### config.mk
export PLATFORM = sky130hd
export DESIGN_NAME = alu
export DESIGN_NICKNAME = d
export VERILOG_FILES = /design/src/rtl/alu_pkg.sv /design/src/rtl/alu_addsub.sv /design/src/rtl/alu.sv
export SDC_FILE = /design/constraint.sdc
export NUM_CORES = 1
export LEC_CHECK = 0
export BUFFER_PORTS_ARGS = -buffer_cell sky130_fd_sc_hd__buf_2
export CAP_MARGIN = 20
export CORE_MARGIN = 2
export CORE_UTILIZATION = 40
export CTS_BUF_LIST = sky130_fd_sc_hd__clkbuf_2 sky130_fd_sc_hd__clkbuf_4 sky130_fd_sc_hd__clkbuf_8
export CTS_CLUSTER_DIAMETER = 80
export DETAILED_ROUTE_END_ITERATION = 12
export PLACE_DENSITY = 0.64
export SETUP_SLACK_MARGIN = 0.3
export SLEW_MARGIN = 30
export SYNTH_ARGS = -nofsm -noshare
export SYNTH_HDL_FRONTEND = slang
export SYNTH_HIERARCHICAL = 1
export SYNTH_SLANG_ARGS = --single-unit
### constraint.sdc
create_clock -name clk -period 15.3 [get_ports clk]
set_input_delay 4.59 -clock clk [delete_from_list [all_inputs] [get_ports clk]]
set_output_delay 4.59 -clock clk [all_outputs]
set_load 0.05 [all_outputs]
### src/rtl/alu_pkg.sv
// Shared ALU definitions: operation encoding and datapath width.
package alu_pkg;

  localparam int XLEN = 32;

  typedef enum logic [2:0] {
    ALU_ADD  = 3'b000,
    ALU_SUB  = 3'b001,
    ALU_AND  = 3'b010,
    ALU_OR   = 3'b011,
    ALU_XOR  = 3'b100,
    ALU_SLT  = 3'b101,
    ALU_SLTU = 3'b110,
    ALU_RSVD = 3'b111
  } alu_op_e;

  // Operations that run the shared adder in subtract mode (invert B, carry-in 1).
  function automatic logic op_uses_sub(input alu_op_e op);
    logic res;
    case (op)
      ALU_SUB, ALU_SLT, ALU_SLTU: res = 1'b1;
      default:                    res = 1'b0;
    endcase
    return res;
  endfunction

endpackage

### src/rtl/alu_addsub.sv
// Shared adder/subtractor: sum = a + (sub ? ~b : b) + sub, with carry-out and signed overflow.
module alu_addsub
  import alu_pkg::*;
#(
  parameter int WIDTH = XLEN
) (
  input  logic [WIDTH-1:0] a,
  input  logic [WIDTH-1:0] b,
  input  logic             sub,
  output logic [WIDTH-1:0] sum,
  output logic             carry,
  output logic             ovf
);

  logic [WIDTH-1:0] b_eff_s;
  logic [WIDTH:0]   sum_ext_s;

  // B is inverted and carry-in raised so one adder serves add and subtract.
  assign b_eff_s   = sub ? ~b : b;
  assign sum_ext_s = {1'b0, a} + {1'b0, b_eff_s} + {{WIDTH{1'b0}}, sub};

  assign sum   = sum_ext_s[WIDTH-1:0];
  // Carry = 1 on subtract means no borrow.
  assign carry = sum_ext_s[WIDTH];
  // Signed overflow: operands agree in sign but the sum does not.
  assign ovf   = (a[WIDTH-1] == b_eff_s[WIDTH-1]) && (sum_ext_s[WIDTH-1] != a[WIDTH-1]);

endmodule

### src/rtl/alu.sv
// RV32I ALU: combinational result and flags plus a registered copy of result and zero.
module alu
  import alu_pkg::*;
#(
  parameter int WIDTH = XLEN
) (
  input  logic             clk,
  input  logic             rst_n,
  input  logic [WIDTH-1:0] a,
  input  logic [WIDTH-1:0] b,
  input  logic [2:0]       ALUControl,
  output logic [WIDTH-1:0] rslt,
  output logic             zero,
  output logic             neg,
  output logic             carry,
  output logic             ovf,
  output logic [WIDTH-1:0] rslt_q,
  output logic             zero_q
);

  alu_op_e          op_s;
  logic             sub_s;
  logic [WIDTH-1:0] sum_s;
  logic             add_carry_s;
  logic             add_ovf_s;
  logic [WIDTH-1:0] rslt_s;
  logic             carry_s;
  logic             ovf_s;
  logic             slt_bit_s;
  logic             sltu_bit_s;

  assign op_s  = alu_op_e'(ALUControl);
  assign sub_s = op_uses_sub(op_s);

  alu_addsub #(.WIDTH(WIDTH)) u_addsub (
    .a     (a),
    .b     (b),
    .sub   (sub_s),
    .sum   (sum_s),
    .carry (add_carry_s),
    .ovf   (add_ovf_s)
  );

  // Signed compare corrects the difference sign by overflow; unsigned compare is a borrow.
  assign slt_bit_s  = sum_s[WIDTH-1] ^ add_ovf_s;
  assign sltu_bit_s = ~add_carry_s;

  // Operation mux; adder flags are only exposed for arithmetic/compare ops.
  always_comb begin
    rslt_s  = {WIDTH{1'b0}};
    carry_s = 1'b0;
    ovf_s   = 1'b0;
    unique case (op_s)
      ALU_ADD, ALU_SUB: begin
        rslt_s  = sum_s;
        carry_s = add_carry_s;
        ovf_s   = add_ovf_s;
      end
      ALU_AND: rslt_s = a & b;
      ALU_OR:  rslt_s = a | b;
      ALU_XOR: rslt_s = a ^ b;
      ALU_SLT: begin
        rslt_s  = {{(WIDTH-1){1'b0}}, slt_bit_s};
        carry_s = add_carry_s;
        ovf_s   = add_ovf_s;
      end
      ALU_SLTU: begin
        rslt_s  = {{(WIDTH-1){1'b0}}, sltu_bit_s};
        carry_s = add_carry_s;
        ovf_s   = add_ovf_s;
      end
      default: begin
        rslt_s  = {WIDTH{1'b0}};
        carry_s = 1'b0;
        ovf_s   = 1'b0;
      end
    endcase
  end

  // Flags are taken from the final result so they hold for every operation.
  assign rslt  = rslt_s;
  assign zero  = (rslt_s == {WIDTH{1'b0}});
  assign neg   = rslt_s[WIDTH-1];
  assign carry = carry_s;
  assign ovf   = ovf_s;

  // Debug/pipeline register: captures result and zero every edge, cleared by reset.
  always_ff @(posedge clk) begin
    if (!rst_n) begin
      rslt_q <= {WIDTH{1'b0}};
      zero_q <= 1'b0;
    end else begin
      rslt_q <= rslt_s;
      zero_q <= zero;
    end
  end

endmodule

Word level (Yosys, flattened, before mapping)
Index checks and enable logic that the tools add are counted.
Widths: inputs -> output; s select.
Cells by class
  $add $sub $neg: 2
  multiply operators: 0
  divide/modulo/power cells: 0
  magnitude comparators: 0
  equality and inequality tests: 8
  shifts and indexed selects: 0
  multiplexer cells: 5
  bitwise operators: 6
  reductions and logical operators: 6
Operators by type and width (number)
  $pmux 32 s6: 1
  $add 32x32->33: 1
  $add 33x1->33: 1
  $and 32x32->32: 1
  $logic_not 32->1: 1
  $mux 32: 1
  $not 32->32: 1
  $or 32x32->32: 1
  $xor 32x32->32: 1
  $eq 3x3->1 const B: 3
  $eq 3x2->1 const B: 2
  $reduce_or 4->1: 1
  $eq 3x1->1 const B: 1
  $logic_not 3->1: 1
  $mux 1: 3
  $reduce_or 3->1: 1
  $reduce_or 2->1: 1
  $eq 1x1->1: 1
  $logic_and 1x1->1: 1
  $ne 1x1->1: 1
  $not 1->1: 1
  $xor 1x1->1: 1
Storage, ports and cells
  register bits after elaboration: 33
  bits in latches: 0
  bits in writable memories: 0
  ROM bits: 0
  input port bits: 69
  output and inout port bits: 69
  memories: 0

Depth between registers and ports, before layout
  depth after elaboration: 11
  depth in mapped cells: 23
  mapped depth without buffers: 19

Modules after synthesis
The synthesis kept the hierarchy.
By module, submodules not included
  alu: times used 1, cells each 403, area each 3138.0 um^2, seq. area each 660.6 um^2
  alu_addsub: times used 1, cells each 309, area each 2174.6 um^2, seq. area each 0.0 um^2

Least setup slack after synthesis
Ideal clock, no wire load.
  path kind: input port to output port
  from: in ALUControl[1]
  to: out zero
  arrival time: 10.029 ns
  required time: 10.710 ns
  slack: 0.681 ns
  stages: 22
  buffers on the path: 6
  cells stage by stage: buf_6 -> buf_6 -> clkbuf_1 -> nand2_1 -> o21ai_0 -> clkbuf_1 -> buf_1 -> xor2_1 -> ha_1 -> buf_6 -> nand4_1 -> nor3_1 -> a21oi_1 -> o21ai_1 -> a31oi_1 -> xnor2_1 -> nor2b_1 -> a221oi_1 -> o21ai_0 -> nand2b_1 -> or4_1 -> nor3_1
Between the ends
  elaborated cells between the ends (all ways): 20
RTL lines
  from (decl): RTL line alu.sv:11  | input logic [2:0] ALUControl,
  $eq 3x3->1 or $eq 3x1->1 (tied branches): RTL line alu_pkg.sv:20  | case (op)
  $reduce_or 3->1 *: RTL line alu_pkg.sv:20
  $mux 1 *: RTL line alu_pkg.sv:20
  net sub_s: RTL line alu.sv:22  | logic sub_s;
  $mux 32: RTL line alu_addsub.sv:19  | assign b_eff_s = sub ? ~b : b;
  $add 32x32->33: RTL line alu_addsub.sv:20  | assign sum_ext_s = {1'b0, a} + {1'b0, b_eff_s} + {{WIDTH{1'b0}}, sub};
  $add 33x1->33 *: RTL line alu_addsub.sv:20
  net sum_s[15]: RTL line alu.sv:23  | logic [WIDTH-1:0] sum_s;
  $pmux 32 s6 *: RTL line alu.sv:53  | unique case (op_s)
  net rslt[15]: RTL line alu.sv:12  | output logic [WIDTH-1:0] rslt,
  $logic_not 32->1 *: RTL line alu.sv:82  | assign zero = (rslt_s == {WIDTH{1'b0}});
  to (decl): RTL line alu.sv:13  | output logic zero,
Mark *: on every way through the listed nets, which the timed path passes. The rest lies on a longest branch.

Worst setup path in the final report
  from: in ALUControl[0]
  to: out zero
Between the ends
  word-level cells in the longest chain between the ends: 11
  elaborated cells between the ends (all ways): 20
Ends and longest elaborated chain
  $eq 3x3->1 or $eq 3x1->1 (tied branches): RTL line alu_pkg.sv:20
  $reduce_or 3->1 *: RTL line alu_pkg.sv:20
  $mux 1 *: RTL line alu_pkg.sv:20
  net sub_s: RTL line alu.sv:22
  $mux 32: RTL line alu_addsub.sv:19
  $add 32x32->33: RTL line alu_addsub.sv:20
  $add 33x1->33 *: RTL line alu_addsub.sv:20
  net sum_s[31]: RTL line alu.sv:23
  $ne 1x1->1: RTL line alu_addsub.sv:26  | assign ovf = (a[WIDTH-1] == b_eff_s[WIDTH-1]) && (sum_ext_s[WIDTH-1] != a[WIDTH-1]);
  $logic_and 1x1->1: RTL line alu_addsub.sv:26
  $xor 1x1->1: RTL line alu.sv:45  | assign slt_bit_s = sum_s[WIDTH-1] ^ add_ovf_s;
  $pmux 32 s6 *: RTL line alu.sv:53
  $logic_not 32->1 *: RTL line alu.sv:82
Marked as above.

==> run_results.csv <==
group,metric,value,unit
routing,finalWirelength,17500,um
routing,routed_via_density,5.53,
power,power_density,86.7,nW/um2
synthesis,syn_nets,877,
sta,final-hold-violation-count,0,
sta,fin_crit_sh,0.938,
die,die_width,119,um
placement,hpwl,14500,um
cells_and_area,multiInputGateArea,4150,um2
die,fp-row-count,42,
synthesis,syn_avg_cell_area,7.46,um2
cells_and_area,drive_gt1_frac,0.199,
placement,port_buffers,137,
sta,slew_violations,0,
clock_tree,hold_buffers,0,
synthesis,syn_inst,712,
routing,drcViolationCount,0,
min_path,holdPathStages,2,
critical_path,cp_max_fo,20,
synthesis,yosysSeqAreaShare,0.124,
power,p_leak,3.31,nW
cells_and_area,nFillCells,1331,
min_path,worstHoldStart,"rst_n",
global_route,grt_pass1_wl,27500,um
power,vdd_drop_max,28.5,uV
sta,clock.fmax,0.0697,GHz
global_route,grt_overflow,0,
routing,drt_iter0_drc,406,
synthesis,ys_warn_count,6,
clock_tree,cts.sinks,33,
clock_tree,cts-root-buf,"clkbuf_8",
die,core_area,13100,um2
cells_and_area,regArea,661,um2
sta,rsz0062_at_grt,"no",
routing,route.vias.total,5549,
global_route,grt_pass1_vias,5167,
die,die_area,14200,um2
critical_path,end_kind,"primary output",
critical_path,cp.required,10710,ps
sta,fin_tns_setup,0,ps
synthesis,synth-edff-count,0,
status,status,"completed",
sta,finalSetupViolations,0,
routing,ant_nets,0,
die,io_pins,138,
global_route,grt_antenna_before_repair,0,
sta,period_minus_slack,14360,ps
clock_tree,clkTransAtPathRegs,70,ps
critical_path,cp-startpoint,"ALUControl[0]",
clock_tree,cts.path.max_buffers,2,
sta,tightest_slew,799,ps
synthesis,yosys.area.top_type,"ha_1",
synthesis,ys_ff_latch,33,
min_path,whs_endpoint,"rslt_q[6]",
die,die_y,119,um
critical_path,critical_path_class,"in -> out",
clock_tree,cts_made_buffers,5,
clock_tree,post_cts_buffers,0,
synthesis,ys.flop_type,"dfxtp_1",
synthesis,synthesis.area,5310,um2
synthesis,netlist.area_leader.share,0.224,
clock_tree,cts_tree,"built",
run,drv_cap,0,
critical_path,start_kind,"primary input",
synthesis,synth_async_sr_flop_share,0,
clock_tree,cts_resized,0,
min_path,worstHoldPathType,"in -> reg",
routing,drt_pass1_iterations,5,
global_route,grt_max_degree,33,
critical_path,cp.arrival,9770,ps
synthesis,ys_types,73,
cells_and_area,finalNetCount,993,
cells_and_area,final_core_utilization,0.473,
cells_and_area,insertedDiodeCount,0,
routing,wl_per_cell,17.5,um
global_route,grtUsageTotal,0.244,
clock_tree,htreeDepth,2,
cells_and_area,area_delta_synth_final,16.5,%
die,start_util,0.406,
synthesis,netlist_top_cells_area,"ha_1 (22%), dfxtp_1 (12%), xor2_1 (6.9%), inv_1 (6.2%), a21oi_1 (4.8%)",
sta,slew_headroom,0.462,
placement,routabilityCongestion,0.963,
## cells in the final DEF (no fill, tap or decap), types with 7 or more instances in the layout
cell,n
buf_2,137
ha_1,95
inv_1,88
a21oi_1,51
nor2_1,47
nand2_1,45
xor2_1,42
o21ai_0,39
dfxtp_1,33
and2_1,29
xnor2_1,17
a21o_1,16
a22oi_1,12
nor2b_1,11
nor3_1,11
a32oi_1,10
and3_1,9
buf_4,7
## layer usage
| metal | GRT usage | vias up | wire length [um] |
|---|---|---|---|
| met1 | 0.328 | 2574 | 7950 |
| met5 | 0 | - | 0 |
| met2 | 0.402 | 239 | 7840 |
| met4 | 0.0692 | 0 | 361 |
| li1 | - | 2710 | - |
| met3 | 0.0383 | 26 | 1400 |
## Yosys cell counts, types with 3 or more instances
cell type and number:
xnor2_1 17, dfxtp_1 33, o211ai_1 6, ha_1 95
nand2b_1 6, nand3b_1 4, or3_1 3, nor2_1 47
and2_1 29, or4_1 3, o21a_1 5, buf_2 11
a31oi_1 6, a211oi_1 6, inv_1 88, and3_1 9
o22ai_1 6, buf_1 4, a2bb2oi_1 5, nand4_1 6
a2111oi_0 3, nor3_1 11, a21oi_1 51, nand3_1 6
buf_6 4, o21ai_1 6, o21ai_0 40, a32oi_1 10
nor4_1 4, clkbuf_1 14, a21o_1 16, nand2_1 45
nor2b_1 11, xor2_1 42, a22oi_1 12, o221a_2 3
## power breakdown
group          internal [mW]  total (mW)  switching [mW]
Clock                 0.0374      0.0668          0.0294
Combinational          0.120       0.374           0.254
Sequential            0.0941      0.0958         0.00172
## logic make-up (layout without fill, tap and decap cells)
family / Yosys count / after routing / synth area share
fa+ha+maj: 96 / 96 / 0.228
simple gates: 194 / 194 / 0.190
xor+xnor: 59 / 59 / 0.0973
mux: 2 / 2 / 0.00377
compound gates: 204 / 204 / 0.260
buf+inv: 124 / 240 / 0.0973
flops: 33 / 33 / 0.124
## metrics by stage
stage                     cells  hold slack, ps  instance area, um2  total power [mW]  setup WS [ps]
final                      1004            4750                6190             0.536            944
after global placement      997            5040                6100             0.467           1090
after floorplan             712            4710                5310             0.372            681
after detailed placement    997            5040                6100             0.465            993
after CTS                  1004            4740                6190             0.533            980
after global routing       1004            4790                6190             0.569            491
## critical path, stage by stage
cell     delay (ps)
buf_2           340
inv_1           250
o21ai_4         480
buf_4           420
xor2_1          200
ha_1            320
a21oi_1         280
o21ai_1         100
a31oi_1         230
o41ai_1         100
a21oi_1         430
or3b_1          190
nand3_1         130
or4_1           540
o21ai_0         150
a21oi_1          60
nor4_1          190
nand4_1         160
nor3_1          250
buf_2           300
## flip-flops by register name, summed over array words and instances (netlist names)
register,flops
rslt_q,32
zero_q,1
## worst max path at each step
stage,end,slack (ps),cells after the start
after floorplan,zero,680,22
after global placement,zero,1090,20
after detailed placement,zero,990,20
after CTS,zero,980,20
after global routing,zero,490,20
final,zero,940,20
## cell type report
class	count	share of cell area
sequential	33	0.107
inverter	89	0.0540
clock buffer	7	0.0146
tap	176	0.0356
multi-input combinational	555	0.670
timing repair buffer	144	0.119
No activity file was read; power rests on OpenSTA's default activity.
